[config.mk]
export PLATFORM = sky130hd
export DESIGN_NAME = grid_renderer
export DESIGN_NICKNAME = d
export VERILOG_FILES = /design/src/rtl/grid_renderer.sv
export SDC_FILE = /design/constraint.sdc
export NUM_CORES = 1
export LEC_CHECK = 0
export CORE_UTILIZATION = 35
export CTS_CLUSTER_SIZE = 16
export DETAILED_ROUTE_END_ITERATION = 16
export DONT_BUFFER_PORTS = 1
export PLACE_DENSITY = 0.59
export SYNTH_ARGS = -nofsm -noshare
export SYNTH_HDL_FRONTEND = slang
export SYNTH_SLANG_ARGS = --single-unit
[constraint.sdc]
create_clock -name clk -period 6.1 [get_ports clk]
set_clock_uncertainty 0.05 [all_clocks]
set_input_delay 1.83 -clock clk [delete_from_list [all_inputs] [get_ports clk]]
set_output_delay 1.83 -clock clk [all_outputs]
set_load 0.03 [all_outputs]
[src/rtl/grid_renderer.sv]
// rtl/grid_renderer.sv - step-sequencer grid renderer feeding a VGA pixel plot port
// Draws ROWS x COLS cells pixel by pixel with a start/busy/done handshake and ready back-pressure.
module grid_renderer #(
    parameter int ROWS      = 4,
    parameter int COLS      = 16,
    parameter int CELL_W    = 3,
    parameter int CELL_H    = 3,
    parameter int COL_PITCH = 8,
    parameter int ROW_PITCH = 20,
    parameter int X_W       = 8,
    parameter int Y_W       = 7,
    parameter int C_W       = 3,
    parameter logic [C_W-1:0] FILL_ON  = 3'b001,
    parameter logic [C_W-1:0] FILL_OFF = 3'b111,
    parameter logic [C_W-1:0] HILITE   = 3'b110,
    parameter logic [C_W-1:0] BORDER   = 3'b000,
    parameter int BEAT_W    = (COLS > 1) ? $clog2(COLS) : 1
) (
    input  logic                   clk,
    input  logic                   reset,
    input  logic                   start,
    input  logic [X_W-1:0]         x0,
    input  logic [Y_W-1:0]         y0,
    input  logic [ROWS*COLS-1:0]   pattern,
    input  logic [BEAT_W-1:0]      beat,
    input  logic                   ready,
    output logic                   plot,
    output logic [X_W-1:0]         x,
    output logic [Y_W-1:0]         y,
    output logic [C_W-1:0]         colour,
    output logic                   busy,
    output logic                   done
);

    localparam int PX_W  = (CELL_W > 1) ? $clog2(CELL_W) : 1;
    localparam int PY_W  = (CELL_H > 1) ? $clog2(CELL_H) : 1;
    localparam int COL_W = (COLS > 1) ? $clog2(COLS) : 1;
    localparam int ROW_W = (ROWS > 1) ? $clog2(ROWS) : 1;
    localparam int PAT_W = (ROWS * COLS > 1) ? $clog2(ROWS * COLS) : 1;

    localparam logic [PX_W-1:0]  PX_MAX  = PX_W'(CELL_W - 1);
    localparam logic [PY_W-1:0]  PY_MAX  = PY_W'(CELL_H - 1);
    localparam logic [COL_W-1:0] COL_MAX = COL_W'(COLS - 1);
    localparam logic [ROW_W-1:0] ROW_MAX = ROW_W'(ROWS - 1);

    typedef enum logic [1:0] {
        S_IDLE,
        S_DRAW,
        S_FIN
    } state_t;

    state_t                 state_q, state_d;
    logic [PX_W-1:0]        px_q, px_d;
    logic [PY_W-1:0]        py_q, py_d;
    logic [COL_W-1:0]       col_q, col_d;
    logic [ROW_W-1:0]       row_q, row_d;
    logic [X_W-1:0]         sx0_q, sx0_d;
    logic [Y_W-1:0]         sy0_q, sy0_d;
    logic [ROWS*COLS-1:0]   spat_q, spat_d;
    logic [BEAT_W-1:0]      sbeat_q, sbeat_d;
    logic                   plot_q, plot_d;
    logic [X_W-1:0]         x_q, x_d;
    logic [Y_W-1:0]         y_q, y_d;
    logic [C_W-1:0]         colour_q, colour_d;
    logic                   busy_q, busy_d;
    logic                   done_q, done_d;

    logic [PX_W-1:0]        adv_px;
    logic [PY_W-1:0]        adv_py;
    logic [COL_W-1:0]       adv_col;
    logic [ROW_W-1:0]       adv_row;
    logic                   frame_last;

    logic [X_W-1:0]         src_x0;
    logic [Y_W-1:0]         src_y0;
    logic [ROWS*COLS-1:0]   src_pat;
    logic [BEAT_W-1:0]      src_beat;
    logic [PX_W-1:0]        c_px;
    logic [PY_W-1:0]        c_py;
    logic [COL_W-1:0]       c_col;
    logic [ROW_W-1:0]       c_row;
    logic [PAT_W-1:0]       pat_idx;
    logic                   is_fill;
    logic [X_W-1:0]         pix_x;
    logic [Y_W-1:0]         pix_y;
    logic [C_W-1:0]         pix_c;

    // Counter successor in raster order: px, then py, then col, then row.
    always_comb begin
        adv_px  = px_q;
        adv_py  = py_q;
        adv_col = col_q;
        adv_row = row_q;
        if (px_q == PX_MAX) begin
            adv_px = '0;
            if (py_q == PY_MAX) begin
                adv_py = '0;
                if (col_q == COL_MAX) begin
                    adv_col = '0;
                    adv_row = row_q + ROW_W'(1);
                end else begin
                    adv_col = col_q + COL_W'(1);
                end
            end else begin
                adv_py = py_q + PY_W'(1);
            end
        end else begin
            adv_px = px_q + PX_W'(1);
        end
        frame_last = (px_q == PX_MAX) && (py_q == PY_MAX)
                  && (col_q == COL_MAX) && (row_q == ROW_MAX);
    end

    // Pixel to be presented next: the first pixel from live inputs when a
    // frame starts, otherwise the successor pixel from the snapshot.
    always_comb begin
        if (state_q == S_IDLE) begin
            src_x0   = x0;
            src_y0   = y0;
            src_pat  = pattern;
            src_beat = beat;
            c_px     = '0;
            c_py     = '0;
            c_col    = '0;
            c_row    = '0;
        end else begin
            src_x0   = sx0_q;
            src_y0   = sy0_q;
            src_pat  = spat_q;
            src_beat = sbeat_q;
            c_px     = adv_px;
            c_py     = adv_py;
            c_col    = adv_col;
            c_row    = adv_row;
        end
        pix_x   = X_W'(32'(src_x0) + 32'(c_col) * COL_PITCH + 32'(c_px));
        pix_y   = Y_W'(32'(src_y0) + 32'(c_row) * ROW_PITCH + 32'(c_py));
        pat_idx = PAT_W'(32'(c_row) * COLS + 32'(c_col));
        is_fill = (32'(c_px) == CELL_W / 2) && (32'(c_py) == CELL_H / 2);
        if (is_fill) begin
            pix_c = src_pat[pat_idx] ? FILL_ON : FILL_OFF;
        end else if (32'(c_col) == 32'(src_beat)) begin
            pix_c = HILITE;
        end else begin
            pix_c = BORDER;
        end
    end

    always_comb begin
        state_d  = state_q;
        px_d     = px_q;
        py_d     = py_q;
        col_d    = col_q;
        row_d    = row_q;
        sx0_d    = sx0_q;
        sy0_d    = sy0_q;
        spat_d   = spat_q;
        sbeat_d  = sbeat_q;
        plot_d   = plot_q;
        x_d      = x_q;
        y_d      = y_q;
        colour_d = colour_q;
        busy_d   = busy_q;
        done_d   = 1'b0;
        case (state_q)
            S_IDLE: begin
                if (start) begin
                    state_d  = S_DRAW;
                    sx0_d    = x0;
                    sy0_d    = y0;
                    spat_d   = pattern;
                    sbeat_d  = beat;
                    px_d     = '0;
                    py_d     = '0;
                    col_d    = '0;
                    row_d    = '0;
                    plot_d   = 1'b1;
                    busy_d   = 1'b1;
                    x_d      = pix_x;
                    y_d      = pix_y;
                    colour_d = pix_c;
                end
            end
            S_DRAW: begin
                if (plot_q && ready) begin
                    if (frame_last) begin
                        state_d = S_FIN;
                        plot_d  = 1'b0;
                        busy_d  = 1'b0;
                        done_d  = 1'b1;
                    end else begin
                        px_d     = adv_px;
                        py_d     = adv_py;
                        col_d    = adv_col;
                        row_d    = adv_row;
                        x_d      = pix_x;
                        y_d      = pix_y;
                        colour_d = pix_c;
                    end
                end
            end
            S_FIN: begin
                state_d = S_IDLE;
            end
            default: begin
                state_d = S_IDLE;
                plot_d  = 1'b0;
                busy_d  = 1'b0;
            end
        endcase
    end

    always_ff @(posedge clk) begin
        if (reset) begin
            state_q  <= S_IDLE;
            px_q     <= '0;
            py_q     <= '0;
            col_q    <= '0;
            row_q    <= '0;
            sx0_q    <= '0;
            sy0_q    <= '0;
            spat_q   <= '0;
            sbeat_q  <= '0;
            plot_q   <= 1'b0;
            x_q      <= '0;
            y_q      <= '0;
            colour_q <= '0;
            busy_q   <= 1'b0;
            done_q   <= 1'b0;
        end else begin
            state_q  <= state_d;
            px_q     <= px_d;
            py_q     <= py_d;
            col_q    <= col_d;
            row_q    <= row_d;
            sx0_q    <= sx0_d;
            sy0_q    <= sy0_d;
            spat_q   <= spat_d;
            sbeat_q  <= sbeat_d;
            plot_q   <= plot_d;
            x_q      <= x_d;
            y_q      <= y_d;
            colour_q <= colour_d;
            busy_q   <= busy_d;
            done_q   <= done_d;
        end
    end

    assign plot   = plot_q;
    assign x      = x_q;
    assign y      = y_q;
    assign colour = colour_q;
    assign busy   = busy_q;
    assign done   = done_q;

endmodule

==> qor.json <==
{
  "final_net_count": {"value": 837},
  "cts_max_path_buffers": {"value": 2},
  "max_slew_margin": {"value": 29.0, "unit": "%"},
  "share_seq_of_total_power": {"value": 43.0, "unit": "%"},
  "preCtsSetupSlack": {"value": 2.14, "unit": "ns"},
  "dp.final_hpwl": {"value": 11100, "unit": "µm"},
  "hold_violations": {"value": 0},
  "synth-adder-area-share": {"value": 2.88, "unit": "%"},
  "hold_path_end": {"value": "sx0_q[0]"},
  "initial_utilization": {"value": 36.0, "unit": "%"},
  "achievable-frequency": {"value": 0.283, "unit": "GHz"},
  "worst_r2r_startpoint": {"value": "px_q[1]"},
  "drt_pass1_iterations": {"value": 5},
  "ys_dominant_reg_cell": {"value": "sky130_fd_sc_hd__dfxtp_1"},
  "die_width": {"value": 130, "unit": "µm"},
  "grt_start_max_net_pins": {"value": 116},
  "postSynthRegisterBits": {"value": 114},
  "mostFrequentLayoutCell": {"value": "sky130_fd_sc_hd__nand2_1"},
  "detail_route.drc_violations": {"value": 0},
  "n_antenna_cell": {"value": 0},
  "biggest_cell_delay_along_the_critical_path": {"value": 0.43, "unit": "ns"},
  "critical-path-slowest-cell": {"value": "sky130_fd_sc_hd__fa_1"},
  "yosys.area_share.simple": {"value": 24.5, "unit": "%"},
  "worst_slack": {"value": 2.56, "unit": "ns"},
  "share_comb_of_total_power": {"value": 7.8, "unit": "%"},
  "r2r-end": {"value": "colour[1]"},
  "root_buffer_cell": {"value": "sky130_fd_sc_hd__clkbuf_16"},
  "ys_async_sr_fraction": {"value": 0, "unit": "%"},
  "min_from": {"value": "sx0_q[0]"},
  "worst-r2r-cell-count": {"value": 8},
  "cts_repair_resize_count": {"value": 0},
  "setup_viol_count_final": {"value": 0},
  "vdd_drop_max": {"value": 0.198, "unit": "mV"},
  "synth.cell_area": {"value": 5730, "unit": "µm²"},
  "postCtsHoldBufs": {"value": 0},
  "grt_antenna_before_repair": {"value": 0},
  "clock_sinks": {"value": 114},
  "synth_edf_count": {"value": 0},
  "holdWs": {"value": 0.400, "unit": "ns"},
  "worst-setup-path-type": {"value": "in2reg"},
  "clock_power_share": {"value": 49.1, "unit": "%"},
  "die_area": {"value": 16900, "unit": "µm²"},
  "cellPowerDensity": {"value": 303, "unit": "nW/µm²"},
  "dr_wl_met2": {"value": 7200, "unit": "µm"},
  "netSwitchingPower": {"value": 0.490, "unit": "mW"},
  "power.share.switching": {"value": 25.3, "unit": "%"},
  "synth.avg_cell_area": {"value": 7.47, "unit": "µm²"},
  "first_iter_violations": {"value": 333},
  "tritoncts": {"value": "yes"},
  "ff2ff_setup_slack": {"value": 2.62, "unit": "ns"},
  "area_fraction_in_compound_gates_after_synthesis": {"value": 20.7, "unit": "%"},
  "first_global_vias": {"value": 4778},
  "routed-wl-met3": {"value": 1060, "unit": "µm"},
  "leakage_power_summed_over_all_cells": {"value": 2.29, "unit": "nW"},
  "multiInputGateArea": {"value": 3190, "unit": "µm²"},
  "post-route-period-util": {"value": 58.0, "unit": "%"},
  "route.top_layer_used": {"value": "met4"},
  "holdPathStages": {"value": 2},
  "placement_rows": {"value": 46},
  "overall_track_demand_over_capacity_in_global_routing": {"value": 19.6, "unit": "%"},
  "category_of_the_worst_setup_path_capture_point": {"value": "flip-flop"},
  "postRouteAntennaNets": {"value": 0},
  "crit_path_max_fanout": {"value": 4},
  "ordered_cell_list_for_the_critical_path": {"value": "nand2_1 -> nand2_1 -> ha_1 -> inv_1 -> fa_1 -> or3_1 -> o21ai_0 -> o21a_1 -> nor2_1 -> o21a_1 -> o311ai_0 -> o21ai_0"},
  "floorplan_core_area": {"value": 15900, "unit": "µm²"},
  "clock_latency": {"value": 0.42, "unit": "ns"},
  "syn-instance-count": {"value": 767},
  "max_cap_violations": {"value": 0},
  "wire_length_of_the_first_global_routing_pass": {"value": 25000, "unit": "µm"},
  "drt-total-wl": {"value": 15900, "unit": "µm"},
  "area.growth.synth_to_final": {"value": 11.3, "unit": "%"},
  "cts_buffers": {"value": 17},
  "globalRouteOverflowTotal": {"value": 0},
  "clock_tree.htree_level_count": {"value": 4},
  "outcome": {"value": "completed"},
  "most-common-layout-cells": {"value": "sky130_fd_sc_hd__nand2_1, sky130_fd_sc_hd__a21oi_1, sky130_fd_sc_hd__dfxtp_1"},
  "route.vias.total": {"value": 5051},
  "timing.critical_path.arrival": {"value": 3.78, "unit": "ns"},
  "rsz0062_at_grt": {"value": "false"},
  "timing.final.crit_period": {"value": 3.54, "unit": "ns"},
  "yosys.area_share.xor_xnor": {"value": 2.29, "unit": "%"},
  "i_o_pin_count": {"value": 108},
  "drt-met1-wl": {"value": 7370, "unit": "µm"},
  "gp_congestion": {"value": 0.881},
  "worstSetupStartpointType": {"value": "input port"},
  "via_per_inst": {"value": 5.23},
  "synth_sequential_area_ratio": {"value": 39.8, "unit": "%"},
  "holdCritPathClass": {"value": "reg2reg"},
  "cts.clk_slew.worst_paths": {"value": 0.05, "unit": "ns"},
  "worst_pin_slew": {"value": 1.06, "unit": "ns"},
  "layout-drive-gt1-share": {"value": 6.80, "unit": "%"},
  "post-cts-setup-buffers": {"value": 0},
  "place_inst": {"value": 935},
  "vertical_die_dimension": {"value": 130, "unit": "µm"},
  "sequential_standard_cell_area": {"value": 2280, "unit": "µm²"},
  "io_buffer_count": {"value": 0},
  "syn_nets": {"value": 866},
  "critical_path_required_time": {"value": 6.34, "unit": "ns"},
  "post_synth_num_cell_types": {"value": 61},
  "ys_warn_count": {"value": 0},
  "routed_wire_length_per_instance": {"value": 16.4, "unit": "µm"},
  "layout.filler_cells": {"value": 1725},
  "fin_cells": {"value": 966},
  "synth_top_family_by_area": {"value": "simple AND/OR/NAND/NOR gates"},
  "muxShareOfSynthArea": {"value": 5.04, "unit": "%"},
  "post_route_setup_tns": {"value": 0, "unit": "ns"},
  "pint": {"value": 1.45, "unit": "mW"},
  "timing.final.max_slew_violations": {"value": 0}
}
[layout make-up]
class                           count  share of cell area, %
Sequential cell                   114                   35.8
Inverter                           14                  0.823
Multi-Input combinational cell    587                   49.9
Tap cell                          216                   4.23
Timing Repair Buffer                4                  0.470
Clock buffer                       21                   7.06
Clock inverter                     10                   1.74
[worst max-delay path: cells and delay by family]
| family | cells | cell delay (ns) |
|---|---|---|
| buffers and inverters | 1 | 0.05 |
| AO/OA/AOI/OAI | 5 | 0.79 |
| adder cells (fa/ha/maj) | 2 | 0.59 |
| AND/OR/NAND/NOR | 4 | 0.51 |
[registers in the layout, summed over array words and instances, names as in the netlist]
name,cells
done,1
sx0_q,8
colour,2
state_q,2
col_q,4
y,7
sy0_q,7
sbeat_q,4
px_q,2
spat_q,64
py_q,2
busy,1
row_q,2
x,8
[worst max-delay path by stage]
stage	start	endpoint	slack (ns)	cells after the start
after floorplan	y0[0]	y[6]	2.28	12
after global placement	y0[0]	y[6]	2.17	12
after detailed placement	y0[0]	y[6]	2.14	12
after CTS	y0[0]	y[6]	2.58	12
after global routing	px_q[1]	colour[1]	2.38	8
final	y0[0]	y[6]	2.56	12
[cells by family after synthesis]
| kind of cell | Yosys count |
|---|---|
| simple gates | 335 |
| compound gates | 197 |
| flops | 114 |
| buf+inv | 66 |
| mux | 28 |
| xor+xnor | 15 |
| fa+ha+maj | 12 |
[Yosys cell counts (2+ instances only)]
library cell                instances  area share, %
sky130_fd_sc_hd__xnor2_1           12            1.8
sky130_fd_sc_hd__dfxtp_1          114             40
sky130_fd_sc_hd__buf_6              2           0.39
sky130_fd_sc_hd__nor4_1             5           0.55
sky130_fd_sc_hd__a21oi_1          116             10
sky130_fd_sc_hd__fa_1               2           0.70
sky130_fd_sc_hd__o21ai_0           14            1.2
sky130_fd_sc_hd__a21oi_2            2           0.31
sky130_fd_sc_hd__o31ai_1            3           0.39
sky130_fd_sc_hd__a21boi_0           2           0.26
sky130_fd_sc_hd__mux2i_1           24            4.2
sky130_fd_sc_hd__and2_1             4           0.44
sky130_fd_sc_hd__nor3_1             6           0.52
sky130_fd_sc_hd__a2111oi_0          3           0.46
sky130_fd_sc_hd__nor2_1            42            2.7
sky130_fd_sc_hd__o21a_1             4           0.52
sky130_fd_sc_hd__or4_1              2           0.26
sky130_fd_sc_hd__o22ai_1            8           0.87
sky130_fd_sc_hd__o32ai_1            3           0.46
sky130_fd_sc_hd__a22oi_1            7           0.92
sky130_fd_sc_hd__a31oi_1            4           0.44
sky130_fd_sc_hd__nand3_1           11           0.96
sky130_fd_sc_hd__buf_4              2           0.26
sky130_fd_sc_hd__buf_2              4           0.35
sky130_fd_sc_hd__and3_4             2           0.39
sky130_fd_sc_hd__a221oi_1           3           0.46
sky130_fd_sc_hd__and3_1             4           0.44
sky130_fd_sc_hd__nand2_1          242             16
sky130_fd_sc_hd__o41ai_1            2           0.31
sky130_fd_sc_hd__clkbuf_1          37            2.4
sky130_fd_sc_hd__a211oi_1          13            1.7
sky130_fd_sc_hd__inv_1             14           0.92
sky130_fd_sc_hd__nor3b_1            2           0.26
sky130_fd_sc_hd__o2bb2ai_1          2           0.31
sky130_fd_sc_hd__buf_1              7           0.46
sky130_fd_sc_hd__or3_1              2           0.22
sky130_fd_sc_hd__or2_2              2           0.22
sky130_fd_sc_hd__o311ai_0           3           0.46
sky130_fd_sc_hd__xor2_1             3           0.46
sky130_fd_sc_hd__mux2_2             3           0.59
sky130_fd_sc_hd__ha_1              10            2.2
[power by group through the flow]
stage               Clock, mW  Combinational [mW]  Sequential, mW
detailed placement          0               0.152           0.849
floorplan                   0               0.134           0.838
CTS                     0.969               0.153           0.834
global route             1.00               0.174           0.838
global placement            0               0.151           0.848
finish                  0.952               0.152           0.833
[stage by stage]
stage,instance area [µm²],total power [mW],utilization (%)
after floorplan,5730,0.972,-
after global placement,5820,0.999,36.5
after detailed placement,5820,1.00,36.5
after CTS,6380,1.96,40.0
after global routing,6380,2.02,40.0
final,6380,1.94,40.0
[per-layer routing]
metal  vias to the layer above  GRT usage [%]
li1                       2578              -
met1                      2328           25.0
met2                       127           31.1
met3                        18           6.19
met4                         0           7.25
met5                         -              0
(Power assumes the default switching activity.)
